$ cat config.mk
export PLATFORM = sky130hd
export DESIGN_NAME = count_enable_gen
export DESIGN_NICKNAME = d
export VERILOG_FILES = /design/src/rtl/count_enable_gen.sv
export SDC_FILE = /design/constraint.sdc
export NUM_CORES = 1
export LEC_CHECK = 0
export BUFFER_PORTS_ARGS = -buffer_cell sky130_fd_sc_hd__buf_2
export CORE_MARGIN = 5
export CORE_UTILIZATION = 35
export CTS_CLUSTER_SIZE = 14
export DETAILED_ROUTE_END_ITERATION = 8
export GPL_TIMING_DRIVEN = 0
export PLACE_DENSITY_LB_ADDON = 0.2
export SLEW_MARGIN = 10
export SYNTH_ARGS = -nofsm -noshare
export SYNTH_HDL_FRONTEND = slang
export SYNTH_SLANG_ARGS = --single-unit
$ cat constraint.sdc
create_clock -name clk -period 1.4 [get_ports clk]
set_input_delay 0.28 -clock clk [delete_from_list [all_inputs] [get_ports clk]]
set_output_delay 0.28 -clock clk [all_outputs]
set_load 0.02 [all_outputs]
$ cat src/rtl/count_enable_gen.sv
// Button/mode conditioning and toggle-enable strobe for the 4-bit counter.
// Optional HOLD_REPEAT_EN adds hold-to-repeat strobes in manual mode.
module count_enable_gen #(
  parameter int DEB_CYCLES   = 16,
  parameter int DEB_W        = 5,
  parameter int PRESCALE     = 10,
  parameter int PS_W         = 4,
  parameter int REPEAT_DELAY = 32
) (
  input  logic clk,
  input  logic rst_n,
  input  logic btn_raw,
  input  logic mode,
  output logic t,
  output logic btn_db,
  output logic run
);

  typedef enum logic [1:0] {
    S_MAN,
    S_AUTO_STOP,
    S_AUTO_RUN
  } state_t;

  state_t state;

  logic btn_m;
  logic btn_s;
  logic mode_m;
  logic mode_s;
  logic [DEB_W-1:0] deb_cnt;
  logic [PS_W-1:0] ps_cnt;
  logic press_r;
  logic db_rise;
  logic mode_chg;
  logic rep;

  assign db_rise = btn_s && !btn_db &&
                   (deb_cnt == DEB_W'(DEB_CYCLES - 1));

  assign mode_chg = (state == S_MAN) ? mode_s : !mode_s;

  always_ff @(posedge clk) begin
    if (!rst_n) begin
      btn_m   <= 1'b0;
      btn_s   <= 1'b0;
      mode_m  <= 1'b0;
      mode_s  <= 1'b0;
      btn_db  <= 1'b0;
      deb_cnt <= '0;
      press_r <= 1'b0;
    end else begin
      btn_m   <= btn_raw;
      btn_s   <= btn_m;
      mode_m  <= mode;
      mode_s  <= mode_m;
      press_r <= db_rise;
      if (btn_s == btn_db) begin
        deb_cnt <= '0;
      end else if (deb_cnt == DEB_W'(DEB_CYCLES - 1)) begin
        btn_db  <= btn_s;
        deb_cnt <= '0;
      end else begin
        deb_cnt <= deb_cnt + 1'b1;
      end
    end
  end

`ifdef HOLD_REPEAT_EN
  localparam int HOLD_W = $clog2(REPEAT_DELAY + PRESCALE + 1);

  // Zero means idle; a press arms the counter at 1.
  logic [HOLD_W-1:0] hold_cnt;

  assign rep = btn_db &&
               (hold_cnt == HOLD_W'(REPEAT_DELAY) ||
                hold_cnt == HOLD_W'(REPEAT_DELAY + PRESCALE));

  always_ff @(posedge clk) begin
    if (!rst_n) begin
      hold_cnt <= '0;
    end else if (mode_chg || state != S_MAN || !btn_db) begin
      hold_cnt <= '0;
    end else if (press_r) begin
      hold_cnt <= HOLD_W'(1);
    end else if (hold_cnt == HOLD_W'(REPEAT_DELAY + PRESCALE)) begin
      hold_cnt <= HOLD_W'(REPEAT_DELAY + 1);
    end else if (hold_cnt != '0) begin
      hold_cnt <= hold_cnt + 1'b1;
    end
  end
`else
  assign rep = 1'b0;
`endif

  always_ff @(posedge clk) begin
    if (!rst_n) begin
      state  <= S_MAN;
      t      <= 1'b0;
      run    <= 1'b0;
      ps_cnt <= '0;
    end else if (mode_chg) begin
      state  <= (state == S_MAN) ? S_AUTO_STOP : S_MAN;
      t      <= 1'b0;
      run    <= 1'b0;
      ps_cnt <= '0;
    end else begin
      unique case (state)
        S_MAN: begin
          t      <= press_r | rep;
          ps_cnt <= '0;
        end
        S_AUTO_STOP: begin
          t      <= 1'b0;
          ps_cnt <= '0;
          if (press_r) begin
            state <= S_AUTO_RUN;
            run   <= 1'b1;
          end
        end
        S_AUTO_RUN: begin
          // A stop press wins over a coincident wrap.
          if (press_r) begin
            state  <= S_AUTO_STOP;
            run    <= 1'b0;
            ps_cnt <= '0;
            t      <= 1'b0;
          end else if (ps_cnt == PS_W'(PRESCALE - 1)) begin
            ps_cnt <= '0;
            t      <= 1'b1;
          end else begin
            ps_cnt <= ps_cnt + 1'b1;
            t      <= 1'b0;
          end
        end
        default: begin
          state  <= S_MAN;
          t      <= 1'b0;
          run    <= 1'b0;
          ps_cnt <= '0;
        end
      endcase
    end
  end

endmodule

* Word-level counts from Yosys, hierarchy flattened
Cells that the tools add are included.
Cells by class: eq/ne operators 10, bitwise gates (word level) 4, reduce and logical (&&, ||, !) cells 11, multiplexer cells 12, add/subtract/negate cells 2
Operator list (count):
- two-way mux 1 bit | 6
- two-way mux 2 bit | 3
- inequality test 2 bit, second input constant | 3
- inequality test 3 bit, second input constant | 2
- one-hot mux 2 bit (3 select lines) | 1
- AND reduction 3 bit | 2
- adder 5 x 1 -> 5 bit, second input constant | 1
- == test 5 x 4 -> 1 bit, second input constant | 1
- OR reduction 5 bit | 1
- adder 4 x 1 -> 4 bit, second input constant | 1
- == test 4 bit, second input constant | 1
- NOT 1 bit | 4
- one-hot mux 1 bit (3 select lines) | 1
- OR reduction 3 bit | 1
- == test 2 x 1 -> 1 bit, second input constant | 1
- == test 2 bit, second input constant | 1
- logical AND 1 bit | 2
- logical NOT 1 bit | 2
- logical NOT 2 bit | 1
- one-hot mux 1 bit (2 select lines) | 1
- AND reduction 2 bit | 1
- OR reduction 2 bit | 1
- == test 1 bit | 1
Word-level totals: word-level logic and storage cells 50, bits of input ports 4, output and inout bits 3, register bits after elaboration 19

* Longest topological paths before layout
Gate-level depths: netlist (run 1).
depth in word-level cells 4, mapped depth 6, gate-level depth less buffers 6

* Worst setup path before layout (run 1)
No wires, ideal clock.
path type register -> register, start register state[0], end register state[1], setup slack -0.082 ns, required time 1.330 ns, setup time 0.070 ns, clock period less this slack 1.482 ns, path buffers 0, arrival 1.412 ns, stages on the path, launching flop included 5, cells stage by stage dfxtp_1 > nor2_1 > ha_1 > or4b_1 > a21oi_1
On the way: word-level cells in the longest chain between the ends 4, elaborated cells on any way between the ends 10, those cells by class eq/ne: 5; mux: 3; reduce/logical: 2
RTL lines:
- start, declared | RTL line 25 | state_t state;
- start signal, assigned | RTL line 103 | state <= (state == S_MAN) ? S_AUTO_STOP : S_MAN;
- logical NOT 2 bit | RTL line 41, 108
- two-way mux 1 bit | RTL line 41 | assign mode_chg = (state == S_MAN) ? mode_s : !mode_s;
- inequality test 3 bit (no line) / inequality test 2 bit (equally long branches)
- AND reduction 3 bit (no line)
Parallel ways exist; a longest one is shown, timed or not. A chain may end at the register's enable or synchronous reset.

* Worst setup path in the final report (run 1)
start register state[1], end register state[1]
Same word-level chain as after synthesis.

==> flow_summary_export.csv, run 1 <==
group,metric,value,unit
flow_run,max_cap_viol_count,0,
drt,wl_per_cell,10.6,microns
status,outcome,"finished clean",
global_routing,grt_antenna_before_repair,0,
layout,drive_gt1_share,30.0,%
critical_path,critical_path_buf_inv_count,0,
die,fp-row-count,17,
drt,via_per_inst,4.65,
critical_path,r2r_end,"state[1]$_SDFFE_PN0P_",
cts,cts_made_buffers,3,
yosys,yosysMostFrequentCell,"dfxtp_1",
yosys,ys_warn_count,0,
yosys,syn_area_per_cell,9.91,sq um
yosys,ys.flop_type,"dfxtp_1",
hold_path,hp-class,"input pin to flip-flop",
yosys,synth-edff-count,0,
cts,clock_latency,300,ps
critical_path,cp_max_fo,5,
yosys,synthArstFlopShare,0,%
yosys,ys_ff_latch,19,
yosys,synth_top_family_by_area,"simple AND/OR/NAND/NOR gates",
critical_path,end_kind,"flip-flop",
layout,antennaDiodeCount,0,
cts,cts.sinks,19,
layout,final_cell_area,950,sq um
drt,first_pass_iters,2,
yosys,synth_fa_ha_area_share,9.71,%
placed_design,post-place-ws,-135,ps
pwr,combPwrFrac,5.0,%
pwr,pwr-share-clk,32.3,%
yosys,netlist_area,773,sq um
critical_path,r2r_start,"state[1]$_SDFFE_PN0P_",
critical_path,cp_top_family,"simple AND/OR/NAND/NOR gates",
yosys,synth.distinct_cells,28,
pwr,power.total,872,uW
placed_design,post-dp-hpwl,823,microns
sta,relSlewSlack,75.4,%
drt,vias,549,
yosys,yosys-top-cells-area,"dfxtp_1, ha_1, nor2_1",
sta,setup_viol,0,
global_routing,grt.overflow.total,0,
hold_path,min_from,"btn_raw",
critical_path,crit_arrival,1600,ps
yosys,syn_nets,88,
die,start_util,35.6,%
sta,slew_viol_final,0,
sta,fmax,730,MHz
cts,cts_tree,"yes",
die,die_area,3250,sq um
critical_path,crit_type,"flip-flop to flip-flop",
sta,hold_viol_final,0,
pwr,intPower,674,uW
drt,met2_wirelength,586,microns
layout,nets,101,
critical_path,rrSetupSlack,30,ps
critical_path,crit_slowest_cell,"or4b_1",
layout,reg.largest.list,"deb_cnt: 5 flops, ps_cnt: 4 flops, state: 2 flops",
sta,postLayoutSetupSlackWorst,30.3,ps
critical_path,startpoint_type,"flip-flop",
yosys,yosys.area_share.simple,23.9,%
cts,clock_path_buffers,2,
drt,ant_nets,0,
die,die_h,57,microns
hold_path,min_to,"btn_m$_SDFF_PN0_",
drt,wl_met1,568,microns
drt,top_layer,"met4",
die,ioPinCount,7,
critical_path,crit_path_max_incr_delay,460,ps
die,fp.coreArea,2170,sq um
hold_path,min_path_cells,2,
placed_design,placed_area,835,sq um
placed_design,place_congestion,0.654,
sta,clock_skew,8.78,ps
sta,rsz0062_at_grt,"yes",
global_routing,track_usage,8.55,%
die,die_w,57,microns
pwr,power_per_cell_area,918,nW/um^2
global_routing,grt_pass1_vias,542,
layout,synthToLayoutAreaGrowth,22.8,%
sta,setup_tns,0,ps
yosys,ys_top_cells_by_count,"dfxtp_1, nor2_1, ha_1",
yosys,synth_compound_area_share,5.50,%
pwr,p_leak,0.000357,uW
yosys,yosysSeqAreaShare,49.2,%
layout,top_register,"deb_cnt",
placed_design,io_buffers,5,
drt,wl_met3,83,microns
sta,period_share,97.8,%
drt,routed_wl,1.25,mm
critical_path,reg2regPathDepth,4,
global_routing,grt_pass1_wl,2.19,mm
pwr,vdd_drop_max,0.650,mV
drt,drt_iter0_drc,3,
pwr,seqPwrFrac,62.7,%
cts,clk_pin_slew,110,ps
yosys,synth_mux_area_share,2.75,%
yosys,yosysTopAreaCellShare,49.2,%
pwr,power.switching,198,uW
cts,cts_root_buffer,"clkbuf_4",
global_routing,grt_max_degree,13,
sta,period_needed,1370,ps
yosys,syn_inst,78,
cts,htree_levels,1,
critical_path,cp_cell_sequence,"nor2_4 -> ha_4 -> or4b_1 -> a21oi_1",
critical_path,worstPathRequired,1630,ps
layout,largest_register_ffs,5,
yosys,synth_xor_area_share,4.53,%
yosys,synth_top_area_cell,"dfxtp_1",
sta,worst_slew_pin_slew,369,ps
drt,drc,0,
pwr,p_sw_share,22.7,%
==> worst max-delay path by stage <==
stage | from | cells after the start | endpoint | slack (ps)
final | state[1]$_SDFFE_PN0P_ | 4 | state[1]$_SDFFE_PN0P_ | 30
after global routing | deb_cnt[0]$_SDFF_PP0_ | 6 | btn_db$_SDFFE_PN0P_ | -50
after detailed placement | state[1]$_SDFFE_PN0P_ | 5 | state[0]$_SDFFE_PN0P_ | -140
after global placement | state[1]$_SDFFE_PN0P_ | 5 | state[0]$_SDFFE_PN0P_ | -150
after floorplan | state[1]$_SDFFE_PN0P_ | 5 | state[1]$_SDFFE_PN0P_ | -40
after CTS | state[0]$_SDFFE_PN0P_ | 4 | state[1]$_SDFFE_PN0P_ | -8
==> area by class of cell <==
type	instances	area, sq um
fillers	221	1220
flip-flops and latches	19	390
inverters	5	18.8
repair buffers	9	55.1
clock inverters	1	7.51
multi-input cells	52	417
plain buffers	1	3.75
clock buffers	3	22.5
well taps	28	35.0
==> per-stage QoR <==
stage          std cells  util, %  hold WS, ps
5_1_grt              118     43.8          163
2_1_floorplan         78        -          407
3_5_place_dp         111     38.5          420
6_report             118     43.8          175
3_3_place_gp         111     38.5          415
4_1_cts              118     42.4          166
==> cells by family after synthesis <==
kind of cell | after synthesis
AOI/OAI and AO/OA | 7
adders and majority gates | 6
DFF | 19
and+or+nand+nor | 33
buffers and inverters | 7
muxes | 2
xor gates and xnor gates | 4
==> power groups by stage <==
stage | registers, uW | clock network [uW] | logic (uW)
3_3_place_gp | 562 | 0 | 28.6
3_5_place_dp | 563 | 0 | 29.2
6_report | 547 | 282 | 43.2
4_1_cts | 546 | 296 | 40.6
5_1_grt | 548 | 322 | 48.9
2_1_floorplan | 562 | 0 | 21.2
==> metal layers <==
layer | up-vias | track usage, %
met1 | 248 | 10.4
met3 | 2 | 4.52
li1 | 288 | -
met2 | 11 | 13.4
met5 | - | 0
met4 | 0 | 1.99
==> worst reg2reg max path: cells and delay by family, from the launching register on <==
kind,cells,cell delay [ps]
and+or+nand+nor,2,580
AOI/OAI and AO/OA,1,120
adders and majority gates,1,230
DFF,1,370
==> placed cells by master, fill, tap and decap left out, types with 3 or more instances in the layout <==
cell      instances
dfxtp_1          15
and3_1            3
buf_2             5
nor2_1            9
ha_1              3
clkbuf_4          3
and2_1            4
buf_4             4
inv_1             5
==> timing repair <==
action / CTS / global route
buffers inserted: 4 / 0
pin swaps: 4 / 7
hold buffers: 0 / 0
setup endpoints to repair: 11 / 8
resized for setup: 9 / 7
Power figures use the tool's default switching activity.
==> inputs of run 2 (changes only) <==
- ABC_AREA: unset -> 1
==> run 2 against run 1 <==
  * Synthesized cell count is 27% higher
  * Wire length is 7.6% lower
  * Register-to-register slack better by 90 ps
  * Maximum frequency is 6.8% higher
  * Utilization is 1.7 points lower
  * Via count is 7.7% higher
  * First-iteration DRC count grew to 4.0 times the previous value
  * Die area is 2.5% higher
  * Sequential cell count stayed put
  * Sequential power is 11% higher
  * Combinational power grew to 6.9 times the previous value
  * Power is 35% higher
  * Critical endpoint is now deb_cnt[3]$_SDFF_PP0_
==> flow_summary_export.csv, run 2 <==
group,metric,value,unit
status,outcome,"finished clean",
critical_path,reg2regPathDepth,8,
drt,vias,591,
yosys,ys_top_cells_by_count,"dfxtp_1, nor2_1, inv_1",
yosys,ys_warn_count,0,
critical_path,worstPathRequired,1650,ps
placed_design,placed_area,857,sq um
global_routing,grt_max_degree,11,
yosys,yosysTopAreaCellShare,47.7,%
drt,wl_per_cell,8.50,microns
placed_design,place_congestion,0.721,
critical_path,crit_arrival,1530,ps
flow_run,max_cap_viol_count,0,
drt,drt_iter0_drc,12,
yosys,synth-edff-count,0,
critical_path,startpoint_type,"flip-flop",
pwr,power_per_cell_area,1280,nW/um^2
yosys,yosysSeqAreaShare,47.7,%
drt,via_per_inst,4.35,
cts,cts_root_buffer,"clkbuf_4",
critical_path,crit_path_max_incr_delay,340,ps
layout,largest_register_ffs,5,
yosys,synthArstFlopShare,0,%
drt,ant_nets,0,
sta,fmax,780,MHz
yosys,syn_nets,109,
sta,worst_slew_pin_slew,186,ps
critical_path,crit_slowest_cell,"dfxtp_2",
critical_path,setup.worst_path.start,"deb_cnt[0]$_SDFF_PP0_",
die,fp.coreArea,2190,sq um
cts,cts.sinks,19,
yosys,synth.distinct_cells,18,
sta,hold_viol_final,0,
yosys,syn_area_per_cell,8.05,sq um
yosys,ys_ff_latch,19,
cts,ctsHoldBuffers,0,
global_routing,grt_pass1_wl,1.90,mm
critical_path,cp.depth,8,
layout,antennaDiodeCount,0,
sta,relSlewSlack,87.6,%
critical_path,cp_cell_sequence,"ha_1 -> nand2_1 -> nor2_1 -> ha_2 -> inv_2 -> nand3_4 -> a21oi_2 -> o21a_1",
cts,cts_tree,"yes",
die,die_w,57.7,microns
critical_path,critical_path_buf_inv_count,1,
layout,finish.utilization,42.1,%
sta,period_needed,1280,ps
sta,period_share,91.6,%
layout,reg.largest.list,"deb_cnt: 5 flops, ps_cnt: 4 flops, state: 2 flops",
cts,clock_path_buffers,2,
critical_path,rrSetupSlack,120,ps
cts,cts_made_buffers,3,
layout,fill_cells,241,
critical_path,cp_top_family,"adder cells",
layout,nets,119,
yosys,ys.flop_type,"dfxtp_1",
global_routing,grt.overflow.total,0,
layout,synthToLayoutAreaGrowth,15.7,%
cts,clock_latency,290,ps
pwr,p_leak,0.000401,uW
hold_path,hp-class,"input pin to flip-flop",
drt,drc,0,
sta,slew_viol_final,0,
die,fp-row-count,17,
drt,first_pass_iters,4,
yosys,syn_inst,99,
layout,drive_gt1_share,20.4,%
cts,cts_setup_buffers,0,
die,die_area,3330,sq um
sta,setup_tns,0,ps
sta,clock_skew,1.78,ps
critical_path,crit_type,"flip-flop to flip-flop",
global_routing,track_usage,7.51,%
drt,routed_wl,1.16,mm
critical_path,r2r_end,"deb_cnt[3]$_SDFF_PP0_",
global_routing,grt_antenna_before_repair,0,
sta,setup_viol,0,
placed_design,io_buffers,5,
critical_path,crit_end,"deb_cnt[3]$_SDFF_PP0_",
layout,mostFrequentLayoutCells,"nor2_1, dfxtp_1, inv_1",
layout,final_cell_area,922,sq um
global_routing,grt_pass1_vias,473,
critical_path,end_kind,"flip-flop",
layout,top_register,"deb_cnt",
cts,htree_levels,1,
yosys,yosys-top-cells-area,"dfxtp_1, ha_1, nor2_1",
placed_design,post-dp-hpwl,849,microns
die,die_h,57.7,microns
cts,clk_pin_slew,100,ps
critical_path,cp_max_fo,5,
yosys,netlist_area,797,sq um
die,ioPinCount,7,
die,start_util,36.4,%
critical_path,r2r_start,"deb_cnt[0]$_SDFF_PP0_",
pwr,vdd_drop_max,0.635,mV
yosys,synth_top_area_cell,"dfxtp_1",
==> run 2: where the power goes <==
group	switching (uW)	internal [uW]
clock network	161	111
registers	36.3	573
logic	170	127
total	368	811
==> run 2: final cells by class <==
cell class                      instances  area (sq um)  area share, %
Buffer                                  1          11.3           1.22
Clock buffer                            4          26.3           2.85
Inverter                               18          67.6           7.33
Multi-Input combinational cell         61           374           40.6
Sequential cell                        19           383           41.5
Tap cell                               28          35.0           3.80
Timing Repair Buffer                    5          25.0           2.71
==> run 2: logic make-up (layout without fill, tap and decap cells) <==
group,Yosys count,after routing,synth area share [%]
AOI/OAI and AO/OA,9,9,5.97
xor gates and xnor gates,2,2,2.20
adders and majority gates,6,6,9.42
buffers and inverters,19,28,9.89
DFF,19,19,47.7
and+or+nand+nor,44,44,24.8
==> run 2: worst min-delay path by stage <==
| stage | from | end | depth (start not counted) | slack (ps) |
|---|---|---|---|---|
| after floorplan | btn_raw | btn_m$_SDFF_PN0_ | 2 | 380 |
| after global placement | btn_m$_SDFF_PN0_ | btn_s$_SDFF_PN0_ | 2 | 390 |
| after detailed placement | mode_m$_SDFF_PN0_ | mode_s$_SDFF_PN0_ | 2 | 400 |
| after CTS | mode | mode_m$_SDFF_PN0_ | 3 | 160 |
| after global routing | mode | mode_m$_SDFF_PN0_ | 3 | 150 |
| final | mode | mode_m$_SDFF_PN0_ | 3 | 170 |
==> run 2: worst reg2reg max path: cells and delay by family, from the launching register on <==
| family | cells | cell delay, ps |
|---|---|---|
| and+or+nand+nor | 3 | 200 |
| adders and majority gates | 2 | 390 |
| AOI/OAI and AO/OA | 2 | 230 |
| buffers and inverters | 1 | 80 |
| DFF | 1 | 340 |
==> run 2: timing repair <==
item                       CTS  global route
setup endpoints to repair    2            10
gates cloned                 0             0
pin swaps                    0             0
resized for setup            1             9
==> run 2: stage by stage <==
step	power (uW)	hold WS, ps	instances	setup WS, ps
2_1_floorplan	821	378	99	143
3_3_place_gp	863	394	132	19.0
3_5_place_dp	869	403	132	18.1
4_1_cts	1150	156	136	14.9
5_1_grt	1270	155	136	-1.98
6_report	1180	165	136	117
==> run 2: routing by layer <==
| layer | vias to the layer above | wire (microns) | track usage (%) |
|---|---|---|---|
| li1 | 327 | - | - |
| met1 | 255 | 596 | 9.35 |
| met2 | 5 | 485 | 10.8 |
| met3 | 4 | 37 | 2.00 |
| met5 | - | 0 | 0 |
| met4 | 0 | 36 | 5.96 |
